## src/rtl/buffer_pkg.sv

```systemverilog
// Shared types and constants for the double-buffered audio RAM path
// (playback scheduler, FAT32 writer and the RAM address split).
package buffer_pkg;

   typedef enum logic [2:0] {
      ST_IDLE,
      ST_SWAP,
      ST_WAIT_TICK,
      ST_FETCH,
      ST_EMIT,
      ST_UNDERRUN
   } state_t;

   localparam int SAMPLE_BYTES             = 4;
   localparam int SAMPLE_BITS              = 16;
   localparam int BYTE_IDX_BITS            = $clog2(SAMPLE_BYTES);
   localparam int DEFAULT_BUFFER_ADDR_BITS = 9;

endpackage

```

## src/rtl/sample_assembler.sv

```systemverilog
// Byte shift-in register: collects L[7:0], L[15:8], R[7:0] and publishes the
// stereo words together with the final byte R[15:8]; mute forces silence.
module sample_assembler
   import buffer_pkg::*;
(
   input  logic                     clk,
   input  logic                     rst_n,
   input  logic                     cap_en_i,
   input  logic [BYTE_IDX_BITS-1:0] byte_idx_i,
   input  logic [7:0]               byte_i,
   input  logic                     mute_i,
   output logic [SAMPLE_BITS-1:0]   left_o,
   output logic [SAMPLE_BITS-1:0]   right_o
);

   logic [8*(SAMPLE_BYTES-1)-1:0] r_bytes;
   logic                          w_last;

   assign w_last = cap_en_i && (byte_idx_i == BYTE_IDX_BITS'(SAMPLE_BYTES-1));

   always_ff @(posedge clk) begin
      if (cap_en_i) begin
         case (byte_idx_i)
            2'd0:    r_bytes[7:0]   <= byte_i;
            2'd1:    r_bytes[15:8]  <= byte_i;
            2'd2:    r_bytes[23:16] <= byte_i;
            default: r_bytes        <= r_bytes;
         endcase
      end
   end

   // Outputs only change on a completed sample or a mute, so they hold between strobes.
   always_ff @(posedge clk or negedge rst_n) begin
      if (!rst_n) begin
         left_o  <= '0;
         right_o <= '0;
      end else if (mute_i) begin
         left_o  <= '0;
         right_o <= '0;
      end else if (w_last) begin
         left_o  <= r_bytes[15:0];
         right_o <= {byte_i, r_bytes[23:16]};
      end
   end

endmodule

```

## src/rtl/audio_playback_scheduler.sv

```systemverilog
// Read-side controller for the double-buffered audio RAM: owns half select and
// read address, fetches one stereo sample per tick. Option: UNDERRUN_MUTE_EN.
module audio_playback_scheduler
   import buffer_pkg::*;
#(
   parameter int BUFFER_ADDR_BITS = DEFAULT_BUFFER_ADDR_BITS,
   parameter int RAM_RD_LATENCY   = 1
)(
   input  logic                        clk,
   input  logic                        rst_n,
   input  logic                        sample_tick_i,
   input  logic                        buffer_filled_i,
   input  logic [7:0]                  ram_rd_data_i,
   output logic                        buffer_active_sel_o,
   output logic [BUFFER_ADDR_BITS-1:0] buffer_rd_addr_o,
   output logic                        buffer_empty_o,
   output logic [SAMPLE_BITS-1:0]      sample_left_o,
   output logic [SAMPLE_BITS-1:0]      sample_right_o,
   output logic                        sample_valid_o,
   output logic                        playing_o,
   output logic                        underrun_o,
   output logic                        tick_missed_o
);

   state_t                     r_state, w_state_nxt;
   logic                       r_filled_q, r_filled_q2;
   logic                       r_pending, r_empty, r_sel, r_valid, r_missed;
   logic [BUFFER_ADDR_BITS-1:0] r_addr;
   logic [BYTE_IDX_BITS-1:0]   r_byte_idx;
   logic [1:0]                 r_wait;
   logic                       w_edge, w_swap, w_capture, w_last, w_mute, w_busy;

   assign w_edge    = r_filled_q & ~r_filled_q2;
   assign w_swap    = (r_state == ST_SWAP);
   assign w_capture = (r_state == ST_FETCH) && (r_wait == 2'(RAM_RD_LATENCY));
   assign w_last    = w_capture && (r_byte_idx == BYTE_IDX_BITS'(SAMPLE_BYTES-1));
   assign w_busy    = (r_state == ST_FETCH) || (r_state == ST_EMIT) || w_swap;
`ifdef UNDERRUN_MUTE_EN
   assign w_mute    = (r_state == ST_UNDERRUN) && sample_tick_i;
`else
   assign w_mute    = 1'b0;
`endif

   always_comb begin
      w_state_nxt = r_state;
      case (r_state)
         ST_IDLE:      if (r_pending) w_state_nxt = ST_SWAP;
         ST_SWAP:      w_state_nxt = ST_WAIT_TICK;
         ST_WAIT_TICK: if (sample_tick_i) w_state_nxt = ST_FETCH;
         ST_FETCH:     if (w_last) w_state_nxt = ST_EMIT;
         ST_EMIT: begin
            if (r_addr == '0) w_state_nxt = r_pending ? ST_SWAP : ST_UNDERRUN;
            else              w_state_nxt = ST_WAIT_TICK;
         end
         ST_UNDERRUN:  if (r_pending) w_state_nxt = ST_SWAP;
         default:      w_state_nxt = ST_IDLE;
      endcase
   end

   always_ff @(posedge clk or negedge rst_n) begin
      if (!rst_n) begin
         r_state     <= ST_IDLE;
         r_filled_q  <= 1'b0;
         r_filled_q2 <= 1'b0;
         r_pending   <= 1'b0;
         r_empty     <= 1'b1;
         r_sel       <= 1'b0;
         r_addr      <= '0;
         r_byte_idx  <= '0;
         r_wait      <= '0;
         r_valid     <= 1'b0;
         r_missed    <= 1'b0;
      end else begin
         r_state     <= w_state_nxt;
         r_filled_q  <= buffer_filled_i;
         r_filled_q2 <= r_filled_q;
         // A fill edge in the swap cycle refers to the freshly released half, so it wins.
         r_pending   <= w_edge ? 1'b1 : (w_swap ? 1'b0 : r_pending);
         r_empty     <= ~r_pending;
         r_sel       <= r_sel ^ w_swap;
         if (w_swap)         r_addr <= '0;
         else if (w_capture) r_addr <= r_addr + BUFFER_ADDR_BITS'(1);
         if (r_state == ST_WAIT_TICK) r_byte_idx <= '0;
         else if (w_capture)          r_byte_idx <= r_byte_idx + BYTE_IDX_BITS'(1);
         if (w_capture || r_state != ST_FETCH) r_wait <= '0;
         else                                  r_wait <= r_wait + 2'd1;
         r_valid     <= w_last | w_mute;
         r_missed    <= r_missed | (sample_tick_i & w_busy);
      end
   end

   sample_assembler u_asm (
      .clk        (clk),
      .rst_n      (rst_n),
      .cap_en_i   (w_capture),
      .byte_idx_i (r_byte_idx),
      .byte_i     (ram_rd_data_i),
      .mute_i     (w_mute),
      .left_o     (sample_left_o),
      .right_o    (sample_right_o)
   );

   assign buffer_active_sel_o = r_sel;
   assign buffer_rd_addr_o    = r_addr;
   assign buffer_empty_o      = r_empty;
   assign sample_valid_o      = r_valid;
   assign playing_o           = (r_state != ST_IDLE);
   assign underrun_o          = (r_state == ST_UNDERRUN);
   assign tick_missed_o       = r_missed;

endmodule

```

## config.mk

```make
export PLATFORM = sky130hd
export DESIGN_NAME = audio_playback_scheduler
export DESIGN_NICKNAME = d
export VERILOG_FILES = /design/src/rtl/buffer_pkg.sv /design/src/rtl/sample_assembler.sv /design/src/rtl/audio_playback_scheduler.sv
export SDC_FILE = /design/constraint.sdc
export NUM_CORES = 1
export LEC_CHECK = 0
export ABC_CLOCK_PERIOD_IN_PS = 4170
export BUFFER_PORTS_ARGS = -buffer_cell sky130_fd_sc_hd__buf_2
export CORE_MARGIN = 2
export CORE_UTILIZATION = 35
export CTS_CLUSTER_SIZE = 30
export DETAILED_ROUTE_END_ITERATION = 16
export HOLD_SLACK_MARGIN = 0.1
export PLACE_DENSITY_LB_ADDON = 0.08
export SLEW_MARGIN = 10
export SYNTH_ARGS = -nofsm -noshare
export SYNTH_HDL_FRONTEND = slang
export SYNTH_SLANG_ARGS = --single-unit
```

## constraint.sdc

```tcl
create_clock -name clk -period 4.17 [get_ports clk]
set_clock_uncertainty 0.05 [all_clocks]
set_input_delay 0.2085 -clock clk [delete_from_list [all_inputs] [get_ports clk]]
set_output_delay 0.2085 -clock clk [all_outputs]
set_load 0.01 [all_outputs]
```

; Word-level counts from Yosys, hierarchy flattened
; Cells that the tools add are included.
; Widths: inputs -> output; s select.
[totals]
ff_bits = 79
in_bits = 12
word_cells = 68
[classes]
addsub = 3
eq_ne = 13
n_mux = 13
bitwise = 6
n_reduce_logical = 17
[op_table]
columns = op, count
row1 = $mux 9, 2
row2 = $mux 3, 5
row3 = $pmux 3 s5, 1
row4 = $add 9x1->9 const B, 1
row5 = $logic_not 9->1, 1
row6 = $eq 3x2->1 const B, 2
row7 = $eq 3x3->1 const B, 2
row8 = $mux 2, 3
row9 = $reduce_and 2->1, 3
row10 = $reduce_bool 2->1, 3
row11 = $add 2x1->2 const B, 2
row12 = $eq 2x1->1 const B, 2
row13 = $eq 2x2->1 const B, 2
row14 = $ne 2x1->1 const B, 2
row15 = $eq 3x1->1 const B, 1
row16 = $logic_not 3->1, 1
row17 = $logic_or 1x1->1, 3
row18 = $ne 3x2->1 const B, 1
row19 = $reduce_and 3->1, 1
row20 = $reduce_bool 3->1, 1
row21 = $and 1x1->1, 2
row22 = $logic_and 1x1->1, 2
row23 = $logic_not 2->1, 1
row24 = $mux 1, 2
row25 = 5 further kinds, 6

; Depth between registers and ports, before layout
[logic_depth]
word_depth = 5
mapped_depth = 6

; Modules after synthesis
; A second synthesis with hierarchy kept.
[hier_totals]
hier_cells = 278
area_unflattened_um2 = 3497.1
[by_module_without_submodules]
columns = mod, instances, cells_per_inst, area_per_inst_um2
row1 = sample_assembler, 1, 168, 2372.3
row2 = audio_playback_scheduler, 1, 110, 1124.8

; Worst setup path before layout
; OpenSTA, ideal clock, no wires.
[synth_timing]
kind = register to register
startpoint = register r_wait[1]
endpoint = register u_asm.r_bytes[0] (enable)
setup_ns = 0.332
t_arrival_ns = 1.373
required_ns = 3.788
setup_slack_ns = 2.415
path_stages_with_launch = 6
synth_period_minus_slack_ns = 1.755
cell_sequence = dfrtp_1 > inv_1 > ha_1 > and4b_2 > clkbuf_1 > and2_1
[synth_via]
elab_chain_cells = 3
[synth_rtl]
columns = item, line
row1 = "start, declared", audio_playback_scheduler.sv:30  ; logic [1:0] r_wait;
row2 = "start signal, assigned", audio_playback_scheduler.sv:86  ; else r_wait <= r_wait + 2'd1;
row3 = $eq 2x1->1, audio_playback_scheduler.sv:35  ; assign w_capture = (r_state == ST_FETCH) && (r_wait == 2'(RAM_RD_LATENCY));
row4 = $logic_and 1x1->1, audio_playback_scheduler.sv:35
row5 = $reduce_and 2->1 (no source line), --
row6 = "end signal, assigned", sample_assembler.sv:24  ; 2'd0: r_bytes[7:0] <= byte_i;
row7 = "end signal, assigned", sample_assembler.sv:27  ; default: r_bytes <= r_bytes;
row8 = "end, declared", sample_assembler.sv:16  ; logic [8*(SAMPLE_BYTES-1)-1:0] r_bytes;
; Every way passes these cells.
; A chain may end at the register's enable or synchronous reset.

; Final worst setup path
[layout_timing]
startpoint = register r_wait[1]
endpoint = register u_asm.right_o[13]
[layout_via]
elab_chain_cells = 3
[layout_rtl]
columns = item, line
row1 = $eq 2x1->1, audio_playback_scheduler.sv:35
row2 = $logic_and 1x1->1, audio_playback_scheduler.sv:35
row3 = $logic_and 1x1->1, sample_assembler.sv:19  ; assign w_last = cap_en_i && (byte_idx_i == BYTE_IDX_BITS'(SAMPLE_BYTES-1));
row4 = "end signal, assigned", sample_assembler.sv:42  ; right_o <= {byte_i, r_bytes[23:16]};
row5 = "end, declared", sample_assembler.sv:13  ; output logic [SAMPLE_BITS-1:0] right_o
; Every way passes these cells.

==> out/qor.txt <==
status: finished, final reports clean
endpoint type of the worst setup path: register
max_cap viols: 0
Worst EP arrival: 2460 ps
first-pass GRT wire length: 9970 µm
via count: 1,887
Psw: 815.4 µW
CTS hold repair buffers: 11
ANT nets after route: 0
Post-synth EDFFs: 24
Area growth, synth to finish: 22.20%
vias in the first global route: 1,970
leading area contributor after synthesis: dfrtp_1
Detailed Place HPWL: 3658 µm
largest net degree at the start of global routing: 56
global routing usage on met2: 20.90%
Overflow after GRT: 0
P_leak: 1.697 nW
FP Rows: 34
worst setup margin: 1886 ps
pwr/cell area: 648.2 nW/µm²
register area share after synthesis: 68.20%
Setup TNS: 0 ps
Overall Global Routing Usage: 13.18%
Cell Area, Placed: 3476 µm²
Power Internal: 1.622 mW
flops & latches, synth: 79
post-synth top area share: 43.92%
cts bufs inserted: 9
most frequent cells after synthesis: 54 x dfrtp_1, 32 x mux2_2, 24 x edfxtp_1, 10 x inv_1, 9 x nand2_1
routed len/inst: 14.62 µm
clock sink total: 79
Final min period: 2284 ps
Worst setup startpoint: r_wait[1]$_DFF_PN0_
Syn Area/Cell: 15.08 µm²
clk_lat worst skew: 340 ps
crit-path max FO: 33
clk slew on worst S/H paths: 80 ps
# H-tree levels: 3
core area: 8636 µm²
Die Footprint: 9557 µm²
Final Cycle Share: 54.77%
Main synth FF type: dfrtp_1
Crit Reg-Reg Startpoint: r_wait[1]$_DFF_PN0_
GR Util met1: 17.21%
Clock power frac: 20.6%
Root Buffer: clkbuf_8
async set-reset flop share out of synthesis: 69.62%
CTS tree: done
Highest Clock Rate: 437.9 MHz
Synthesized Nets: 223
type of the worst setup path: reg2reg
gpl congestion: 0.7122
Die Ht: 97.76 µm
Post-Syn Area: 3077 µm²
beginning of the worst hold path: r_filled_q$_DFF_PN0_
initial core utilization: 35.63%
yosys warns: 0
Slew Limit Fails: 0
post_cts resized: 0
multi-input logic area: 907.1 µm²
Final Hold Vio Count: 0
Place WS: 1853 ps
TritonRoute pass-1 iters: 4
layer with the highest usage: met2
Syn Inst Count: 204
Hold WC Path Type: reg2reg
most frequent cell after synthesis: dfrtp_1
power share of the sequential group: 49.1%
Synth cell types: 37
R2R Path End: u_asm.right_o[13]$_DFFE_PN0P_
R2R Setup Slk: 1890 ps
port bufs: 58
Worst Tran Pin Value: 934.3 ps
nets: 297
vias per inst: 4.826
post-CTS setup buffers: 0
Antenna diodes: 0
antenna violations before repair: 0
crit path launch type: register
Hold Path Sink: r_filled_q2$_DFF_PN0_
register area: 2098 µm²
Area contributors post-synth: dfrtp_1 44%, edfxtp_1 23%, mux2_2 12%
# IOs: 59
VDD IR max: 0.0002881 V
GRT met3 Usage: 4.939%
WL final: 5716 µm
Sw Ratio: 33.46%
RSZ-0062 raised after global routing: no
Logic pwr share: 30.3%
DRC Markers: 0
CP Data Required Time: 4340 ps
cell count of the worst reg-to-reg path: 5
filler cell count: 821
clk buf depth: 2
max_slew headroom: 37.57%
Design Area, Final: 3760 µm²
share of cells above drive strength 1: 39.58%
width of the die: 97.76 µm
WHS Path Cells: 0
Initial DRC Count: 69
endpoints failing setup: 0
power by group through the flow:
stage	Clock (mW)	Combinational, mW	Sequential (mW)
after global routing	0.556	0.838	1.24
final	0.503	0.739	1.20
after floorplan	0	0.409	1.26
after CTS	0.528	0.757	1.20
after detailed placement	0	0.748	1.22
after global placement	0	0.734	1.21
metrics by stage:
step / hold WS (ps) / total power [mW] / utilization, % / std cells
2_1_floorplan: -137.1 / 1.674 / - / 204
3_3_place_gp: 268.2 / 1.947 / 40.25 / 364
3_5_place_dp: 267.8 / 1.966 / 40.25 / 364
4_1_cts: 332.7 / 2.487 / 43.54 / 391
5_1_grt: 348.0 / 2.631 / 43.54 / 391
6_report: 328.6 / 2.437 / 43.54 / 391
worst max-delay path by stage:
stage	to	slack [ps]	cells past startpoint
after floorplan	u_asm.r_bytes[0]$_DFFE_PP_	2420	5
after global placement	u_asm.left_o[3]$_DFFE_PN0P_	1890	5
after detailed placement	u_asm.right_o[3]$_DFFE_PN0P_	1850	5
after CTS	u_asm.right_o[13]$_DFFE_PN0P_	1840	5
after global routing	u_asm.right_o[11]$_DFFE_PN0P_	1690	5
final	u_asm.right_o[13]$_DFFE_PN0P_	1890	5
metal layers:
| metal | wire length, µm | share of wire, % |
|---|---|---|
| met2 | 2765 | 48 |
| met1 | 2682 | 47 |
| met3 | 237 | 4.1 |
| met5 | 0 | 0 |
| met4 | 30 | 0.52 |
cell usage in the layout, fill, tap and decap left out, types with 3 or more instances in the layout:
master         netlist  routed
o31ai_1              3       3
and2_1               3       3
inv_1               10      10
nand3_1              3       3
nand2b_1             3       3
buf_2                4      58
dfrtp_1             54      54
nand2_1              9       9
dlygate4sd3_1        0      11
or4_1                3       3
o32ai_1              3       3
ha_1                 7       7
mux2i_1              3       3
a21oi_1              8       8
nand4_1              4       4
mux2_2              32      32
edfxtp_1            24      24
clkbuf_8             0       9
nor2_1               5       5
layout make-up:
class / count / area share [%]
flip-flops and latches: 79 / 55.81
multi-input cells: 108 / 24.13
repair buffers: 70 / 10.85
well taps: 108 / 3.594
clock buffers: 10 / 3.394
clock inverters: 6 / 1.231
inverters: 10 / 0.9983
cells by family after synthesis:
family	after synthesis	share of synthesized area, %
flops	79	68.20
simple gates	39	7.524
mux	35	12.69
compound gates	26	5.978
buf+inv	17	2.481
fa+ha+maj	7	2.847
xor+xnor	1	0.2847
critical path: stages, from the launching register on:
cell     delay, ps
dfrtp_1        360
inv_1           50
ha_1           290
nand3_1        220
nor2_4         760
mux2_2         410
flip-flops by register name, indices dropped and copies added, names as in the netlist:
name                 cells
u_asm.r_bytes           24
u_asm.left_o            16
u_asm.right_o           16
buffer_rd_addr_o         9
r_state                  3
r_byte_idx               2
r_wait                   2
buffer_active_sel_o      1
buffer_empty_o           1
r_filled_q               1
r_filled_q2              1
r_pending                1
sample_valid_o           1
tick_missed_o            1
(Power assumes the default switching activity.)
